## src/rtl/systolic_mm_param_if.sv

```systemverilog
// Bus bundle for the parameterised systolic matrix multiplier: operand
// matrices, per-request mode bits, start/busy/done handshake and result matrix.
`timescale 1ns/1ps

interface systolic_mm_param_if #(
    parameter int N  = 3,
    parameter int DW = 8,
    parameter int AW = 20
);
    logic                  start_i;
    logic                  signed_i;
    logic                  acc_i;
    logic [N*N*DW-1:0]     a_i;
    logic [N*N*DW-1:0]     b_i;
    logic [N*N*AW-1:0]     c_o;
    logic                  busy_o;
    logic                  done_o;

    // Requester side: issues operands and start, observes result and status.
    modport master (
        output start_i, signed_i, acc_i, a_i, b_i,
        input  c_o, busy_o, done_o
    );

    // Multiplier side.
    modport slave (
        input  start_i, signed_i, acc_i, a_i, b_i,
        output c_o, busy_o, done_o
    );
endinterface

```

## src/rtl/systolic_mm_param.sv

```systemverilog
// Output-stationary N x N systolic matrix multiplier. One request computes
// C = A*B (or C += A*B) in 3N cycles: LOAD, 3N-2 RUN cycles, DONE.
// A enters on the left edge skewed by row, B enters on the top edge skewed
// by column; every PE multiplies what reaches it and keeps its own sum.
`timescale 1ns/1ps

module systolic_mm_param #(
    parameter int N  = 3,
    parameter int DW = 8,
    parameter int AW = 20
) (
    input  logic                  clk,
    input  logic                  rst,
    systolic_mm_param_if.slave    bus
);

    localparam int NN   = N * N;
    localparam int LAST = 3 * N - 3;       // index of the final RUN cycle
    localparam int CW   = $clog2(3 * N);

    typedef enum logic [1:0] {IDLE, LOAD, RUN, DONE} state_t;

    state_t             state_q, state_d;
    logic [CW-1:0]      cnt_q, cnt_d;
    logic [NN*DW-1:0]   a_mat_q, a_mat_d;
    logic [NN*DW-1:0]   b_mat_q, b_mat_d;
    logic               signed_q, signed_d;
    logic               acc_mode_q, acc_mode_d;
    logic [NN*AW-1:0]   c_q, c_d;

    // Edge injection values and inter-PE operand links.
    logic [DW-1:0]      skew_a [N];
    logic [DW-1:0]      skew_b [N];
    logic [DW-1:0]      a_pipe_w [NN];
    logic [DW-1:0]      b_pipe_w [NN];
    logic [AW-1:0]      acc_next_w [NN];

    // Control FSM: next state, operand capture, cycle counter, result capture.
    always_comb begin
        state_d    = state_q;
        cnt_d      = cnt_q;
        a_mat_d    = a_mat_q;
        b_mat_d    = b_mat_q;
        signed_d   = signed_q;
        acc_mode_d = acc_mode_q;
        c_d        = c_q;
        case (state_q)
            IDLE: begin
                if (bus.start_i) begin
                    state_d    = LOAD;
                    a_mat_d    = bus.a_i;
                    b_mat_d    = bus.b_i;
                    signed_d   = bus.signed_i;
                    acc_mode_d = bus.acc_i;
                end
            end
            LOAD: begin
                state_d = RUN;
                cnt_d   = '0;
            end
            RUN: begin
                cnt_d = cnt_q + CW'(1);
                if (cnt_q == CW'(LAST)) begin
                    // Last MAC lands this edge, so capture the next-sum values.
                    state_d = DONE;
                    for (int i = 0; i < NN; i++) begin
                        c_d[i*AW +: AW] = acc_next_w[i];
                    end
                end
            end
            DONE: begin
                state_d = IDLE;
            end
            default: begin
                state_d = IDLE;
            end
        endcase
    end

    // Control registers.
    always_ff @(posedge clk or posedge rst) begin
        if (rst) begin
            state_q    <= IDLE;
            cnt_q      <= '0;
            a_mat_q    <= '0;
            b_mat_q    <= '0;
            signed_q   <= 1'b0;
            acc_mode_q <= 1'b0;
            c_q        <= '0;
        end else begin
            state_q    <= state_d;
            cnt_q      <= cnt_d;
            a_mat_q    <= a_mat_d;
            b_mat_q    <= b_mat_d;
            signed_q   <= signed_d;
            acc_mode_q <= acc_mode_d;
            c_q        <= c_d;
        end
    end

    // Skewed edge feed: row r gets A(r, k-r) and column c gets B(k-c, c) at RUN cycle k.
    always_comb begin
        for (int r = 0; r < N; r++) begin
            skew_a[r] = '0;
            skew_b[r] = '0;
            if (state_q == RUN) begin
                if (int'(cnt_q) >= r && int'(cnt_q) < r + N) begin
                    skew_a[r] = a_mat_q[(r*N + int'(cnt_q) - r)*DW +: DW];
                    skew_b[r] = b_mat_q[((int'(cnt_q) - r)*N + r)*DW +: DW];
                end
            end
        end
    end

    assign bus.busy_o = (state_q != IDLE);
    assign bus.done_o = (state_q == DONE);
    assign bus.c_o    = c_q;

    genvar gi, gj;
    generate
        for (gi = 0; gi < N; gi++) begin : g_row
            for (gj = 0; gj < N; gj++) begin : g_col
                localparam int IDX = gi * N + gj;

                logic [DW-1:0]          a_in, b_in;
                logic [DW-1:0]          a_reg_q, a_reg_d;
                logic [DW-1:0]          b_reg_q, b_reg_d;
                logic [AW-1:0]          sum_q, sum_d;
                logic signed [DW:0]     a_ext, b_ext;
                logic signed [2*DW+1:0] prod;
                logic [AW-1:0]          prod_ext;

                if (gj == 0) begin : g_a_edge
                    assign a_in = skew_a[gi];
                end else begin : g_a_link
                    assign a_in = a_pipe_w[IDX-1];
                end

                if (gi == 0) begin : g_b_edge
                    assign b_in = skew_b[gj];
                end else begin : g_b_link
                    assign b_in = b_pipe_w[IDX-N];
                end

                // One MAC per RUN cycle; LOAD clears or preloads with the old result.
                always_comb begin
                    a_ext    = {signed_q & a_in[DW-1], a_in};
                    b_ext    = {signed_q & b_in[DW-1], b_in};
                    prod     = a_ext * b_ext;
                    prod_ext = AW'(prod);
                    a_reg_d  = a_reg_q;
                    b_reg_d  = b_reg_q;
                    sum_d    = sum_q;
                    if (state_q == LOAD) begin
                        a_reg_d = '0;
                        b_reg_d = '0;
                        sum_d   = acc_mode_q ? c_q[IDX*AW +: AW] : '0;
                    end else if (state_q == RUN) begin
                        a_reg_d = a_in;
                        b_reg_d = b_in;
                        sum_d   = sum_q + prod_ext;
                    end
                end

                // PE operand and accumulator registers.
                always_ff @(posedge clk or posedge rst) begin
                    if (rst) begin
                        a_reg_q <= '0;
                        b_reg_q <= '0;
                        sum_q   <= '0;
                    end else begin
                        a_reg_q <= a_reg_d;
                        b_reg_q <= b_reg_d;
                        sum_q   <= sum_d;
                    end
                end

                assign a_pipe_w[IDX]   = a_reg_q;
                assign b_pipe_w[IDX]   = b_reg_q;
                assign acc_next_w[IDX] = sum_d;
            end
        end
    endgenerate

endmodule

```

## src/flat_wrapper.sv

```systemverilog
// flat-port wrapper written by rule: the top's interface ports become plain ports
module systolic_mm_param_flat 
#(
    parameter int N  = 3,
    parameter int DW = 8,
    parameter int AW = 20
)
  (clk, rst, bus_start_i, bus_signed_i, bus_acc_i, bus_a_i, bus_b_i, bus_c_o, bus_busy_o, bus_done_o);
  systolic_mm_param_if #(.N(N), .DW(DW), .AW(AW)) bus_i ();
  input  logic clk;
  input  logic rst;
  input wire logic [$bits(bus_i.start_i)-1:0] bus_start_i;
  input wire logic [$bits(bus_i.signed_i)-1:0] bus_signed_i;
  input wire logic [$bits(bus_i.acc_i)-1:0] bus_acc_i;
  input wire logic [$bits(bus_i.a_i)-1:0] bus_a_i;
  input wire logic [$bits(bus_i.b_i)-1:0] bus_b_i;
  output wire logic [$bits(bus_i.c_o)-1:0] bus_c_o;
  output wire logic [$bits(bus_i.busy_o)-1:0] bus_busy_o;
  output wire logic [$bits(bus_i.done_o)-1:0] bus_done_o;
  assign bus_i.start_i = bus_start_i;
  assign bus_i.signed_i = bus_signed_i;
  assign bus_i.acc_i = bus_acc_i;
  assign bus_i.a_i = bus_a_i;
  assign bus_i.b_i = bus_b_i;
  assign bus_c_o = bus_i.c_o;
  assign bus_busy_o = bus_i.busy_o;
  assign bus_done_o = bus_i.done_o;
  systolic_mm_param #(.N(N), .DW(DW), .AW(AW)) u_core (.clk(clk), .rst(rst), .bus(bus_i));
endmodule
```

## config.mk

```make
export PLATFORM = sky130hd
export DESIGN_NAME = systolic_mm_param_flat
export DESIGN_NICKNAME = d
export VERILOG_FILES = /design/src/rtl/systolic_mm_param_if.sv /design/src/rtl/systolic_mm_param.sv /design/src/flat_wrapper.sv
export SDC_FILE = /design/constraint.sdc
export NUM_CORES = 2
export LEC_CHECK = 0
export CELL_PAD_IN_SITES_DETAIL_PLACEMENT = 1
export CELL_PAD_IN_SITES_GLOBAL_PLACEMENT = 1
export CORE_UTILIZATION = 45
export DETAILED_ROUTE_END_ITERATION = 8
export HOLD_SLACK_MARGIN = 0.1
export PLACE_DENSITY_LB_ADDON = 0.1
export SYNTH_ARGS = -nofsm -noshare
export SYNTH_HDL_FRONTEND = slang
export SYNTH_SLANG_ARGS = --single-unit
```

## constraint.sdc

```tcl
create_clock -name clk -period 49.7 [get_ports clk]
set_clock_uncertainty 0.1 [all_clocks]
set_input_delay 7.455 -clock clk [delete_from_list [all_inputs] [get_ports clk]]
set_output_delay 7.455 -clock clk [all_outputs]
set_load 0.005 [all_outputs]
```

==> flow_metrics.tcl <==
set metrics [dict create \
    status "complete, no violations" \
    crit_buf_inv 9 \
    antenna_found_initial 6 \
    synth.top_cell.area_share_pct 24.44 \
    final_cell_mix "855 x nand2_1, 763 x inv_1, 642 x fa_1" \
    synth_seq_area_share_pct 24.44 \
    synth_seq_cells 608 \
    cts_tree "yes" \
    period_needed_ps 12030 \
    yosysTopAreaCell "dfrtp_1" \
    synth_cell_type_count 97 \
    synth_edf_count 0 \
    path_delay_family "adder cells" \
    wl_per_cell_um 23.86 \
    drc 0 \
    grt_pass1_wl_um 316000 \
    place_congestion 0.8983 \
    tns_ps 0 \
    track_usage_pct 29.22 \
    startpoint_type "register" \
    layout.nets 7999 \
    grt_overflow_total 0 \
    drt_iter0_markers 2558 \
    critPathCaptureType "register" \
    rows 136 \
    tightest_slew_ps 1144 \
    criticalPathCategory "reg2reg" \
    crit_fanout 52 \
    hpwl_um 157600 \
    slew_violations 0 \
    cp_common_cell "inv_1" \
    synth_cells 6489 \
    core_um2 137300 \
    syn_area_um2 62260 \
    routed_wl_um 203300 \
    pwr_density_cell_nw_per_um2 42.74 \
    syn_to_final_growth_pct 12.80 \
    grt_start_max_net_pins 141 \
    fin_crit_sh_pct 24.20 \
    fill_cells 15240 \
    slew_headroom_pct 23.23 \
    swShare_pct 47.99 \
    synth_area_leaders "dfrtp_1 24%, fa_1 21%, ha_1 11%" \
    clk_pin_slew_ps 60 \
    slowest_delay_ps 870 \
    clock-sinks 608 \
    clockRootBuffer "clkbuf_16" \
    syn_area_per_cell_um2 9.595 \
    cts_buffers 82 \
    rsz0062_at_grt "false" \
    avgViaCountPerCell 5.713 \
    drive_gt1_share_pct 7.553 \
    cts_resized 0 \
    detailroute.via_count 48690 \
    p_leak_nw 33.58 \
    fmax_ghz 0.08314 \
    synth_warnings 0 \
    grt_pass1_vias 52840 \
    final_util_pct 51.14 \
    cts_max_path_buffers 3 \
    clk_latency_ps 740 \
    comb_power_share_pct 52.0 \
    cts_hold_buf 0 \
    ys_async_sr_fraction_pct 100.0 \
    p_clk_share_pct 22.1 \
    post-cts-setup-buffers 0 \
    final_common_cell "nand2_1" \
    hold_viol_final 0 \
    p_seq_share_pct 25.9 \
    start_util_pct 45.34 \
    arrival_ps 12540 \
    ys.flop_type "dfrtp_1" \
    die_area_um2 139900 \
    cpMaxStageDelayCell "o21ai_1" \
    hp-class "reg2reg" \
    required_ps 50220 \
    synth_nets 7826 \
    p_int_w 0.001561 \
    pin_count 331 \
    ant_nets 0 \
    cap_violations 0 \
    finalSetupViolCount 0 \
    die_x_um 374.0 \
    dr.pass1.iters 7 \
    htree_num_levels 3 \
    irDropWorstVdd_uv 45.48 \
    power.switching_w 0.001440 \
    die_height_um 374.0 \
    port_buffers 330 \
]
==> state kept, by name, indices dropped and copies added, names as in the netlist <==
signal	count
u_core.acc_mode_q	1
u_core.signed_q	1
u_core.g_row.g_col.b_reg_q	48
u_core.state_q	2
u_core.b_mat_q	72
u_core.cnt_q	4
u_core.g_row.g_col.a_reg_q	48
u_core.bus.c_o	180
u_core.g_row.g_col.sum_q	180
u_core.a_mat_q	72
==> synthesized netlist by cell type (9+ instances only) <==
cell	instances
ha_1	546
o2bb2ai_1	20
a21o_1	87
a22o_1	131
o211ai_1	15
o21ai_0	305
nor2_1	263
mux2i_1	105
or2_2	15
dfrtp_1	608
and2_1	243
and3_1	45
inv_1	765
buf_1	51
buf_2	13
a31oi_1	27
a211oi_2	9
a22oi_1	37
xor2_1	56
mux2_2	183
clkbuf_1	228
o31a_1	25
nand3_1	144
nand2b_1	56
xnor2_1	253
nand4_1	11
fa_1	642
o41ai_1	12
a221oi_1	17
nor3_1	64
a211oi_1	39
or3_1	29
nand2_1	857
nor2b_1	40
a21oi_1	243
o21bai_1	31
o21a_1	62
mux4_2	57
==> kinds of logic after synthesis <==
| logic type | Yosys count | synth area share, % |
|---|---|---|
| compound gates | 1160 | 12.42 |
| fa+ha+maj | 1188 | 31.62 |
| buf+inv | 1068 | 6.519 |
| flops | 608 | 24.44 |
| simple gates | 1800 | 13.24 |
| mux | 346 | 7.084 |
| xor+xnor | 319 | 4.678 |
==> final timing paths <==
kind / slack (ps) / depth (start not counted) / start / endpoint
min in group asynchronous: 7190 / 2 / rst / u_core.bus.c_o[14]
min reg2reg: 400 / 2 / u_core.bus.c_o[28] / u_core.bus.c_o[28]
max reg2reg: 37670 / 37 / u_core.cnt_q[1] / u_core.bus.c_o[59]
min: 400 / 2 / u_core.bus.c_o[28] / u_core.bus.c_o[28]
max in group asynchronous: 39350 / 5 / rst / u_core.g_row[2].g_col[0].sum_q[8]
max: 37670 / 37 / u_core.cnt_q[1] / u_core.bus.c_o[59]
==> cell type report <==
type / count / area, um2 / share of cell area, %
Inverter: 769 / 2894 / 4.121
Timing Repair Buffer: 388 / 3776 / 5.377
Tap cell: 1794 / 2245 / 3.196
Sequential cell: 608 / 15220 / 21.68
Antenna cell: 2 / 5.005 / 0.007126
Clock inverter: 40 / 711.9 / 1.014
Multi-Input combinational cell: 4813 / 43090 / 61.35
Clock buffer: 108 / 2290 / 3.260
==> power groups by stage <==
stage	clock [W]	combinational, W	sequential, W
global placement	0	0.00153	0.000776
finish	0.000663	0.00156	0.000777
global route	0.000693	0.00169	0.000787
detailed placement	0	0.00155	0.000780
floorplan	0	0.00109	0.000660
CTS	0.000677	0.00156	0.000772
==> routing by layer <==
metal,GRT usage (%),vias to the layer above,part of all wire (%),wire (um)
met5,0,-,0.0064,13
met3,3.622,265,4.2,8556
li1,-,22000,-,-
met2,50.13,954,49,100400
met4,8.572,2,3.1,6337
met1,38.55,25470,43,88010
==> stage by stage <==
stage	hold WS (ps)	total power [W]	std cells	cell area, um2	setup WS, ps
floorplan	361.3	0.001748	6489	62260	25120
global placement	384.8	0.002302	8372	67220	38090
detailed placement	392.4	0.002334	8372	67220	37780
CTS	407.8	0.003013	8520	70220	37720
global route	434.6	0.003166	8520	70220	36860
finish	403.6	0.003001	8522	70230	37670
==> worst register-to-register path: cells and delay by family, from the launching register on <==
kind / cells / cell delay, ps
adder cells (fa/ha/maj): 9 / 4270
AO/OA/AOI/OAI: 9 / 2580
buffers and inverters: 9 / 2140
XOR/XNOR: 3 / 1320
AND/OR/NAND/NOR: 7 / 1180
flip-flops: 1 / 340
Power figures use the tool's default switching activity.
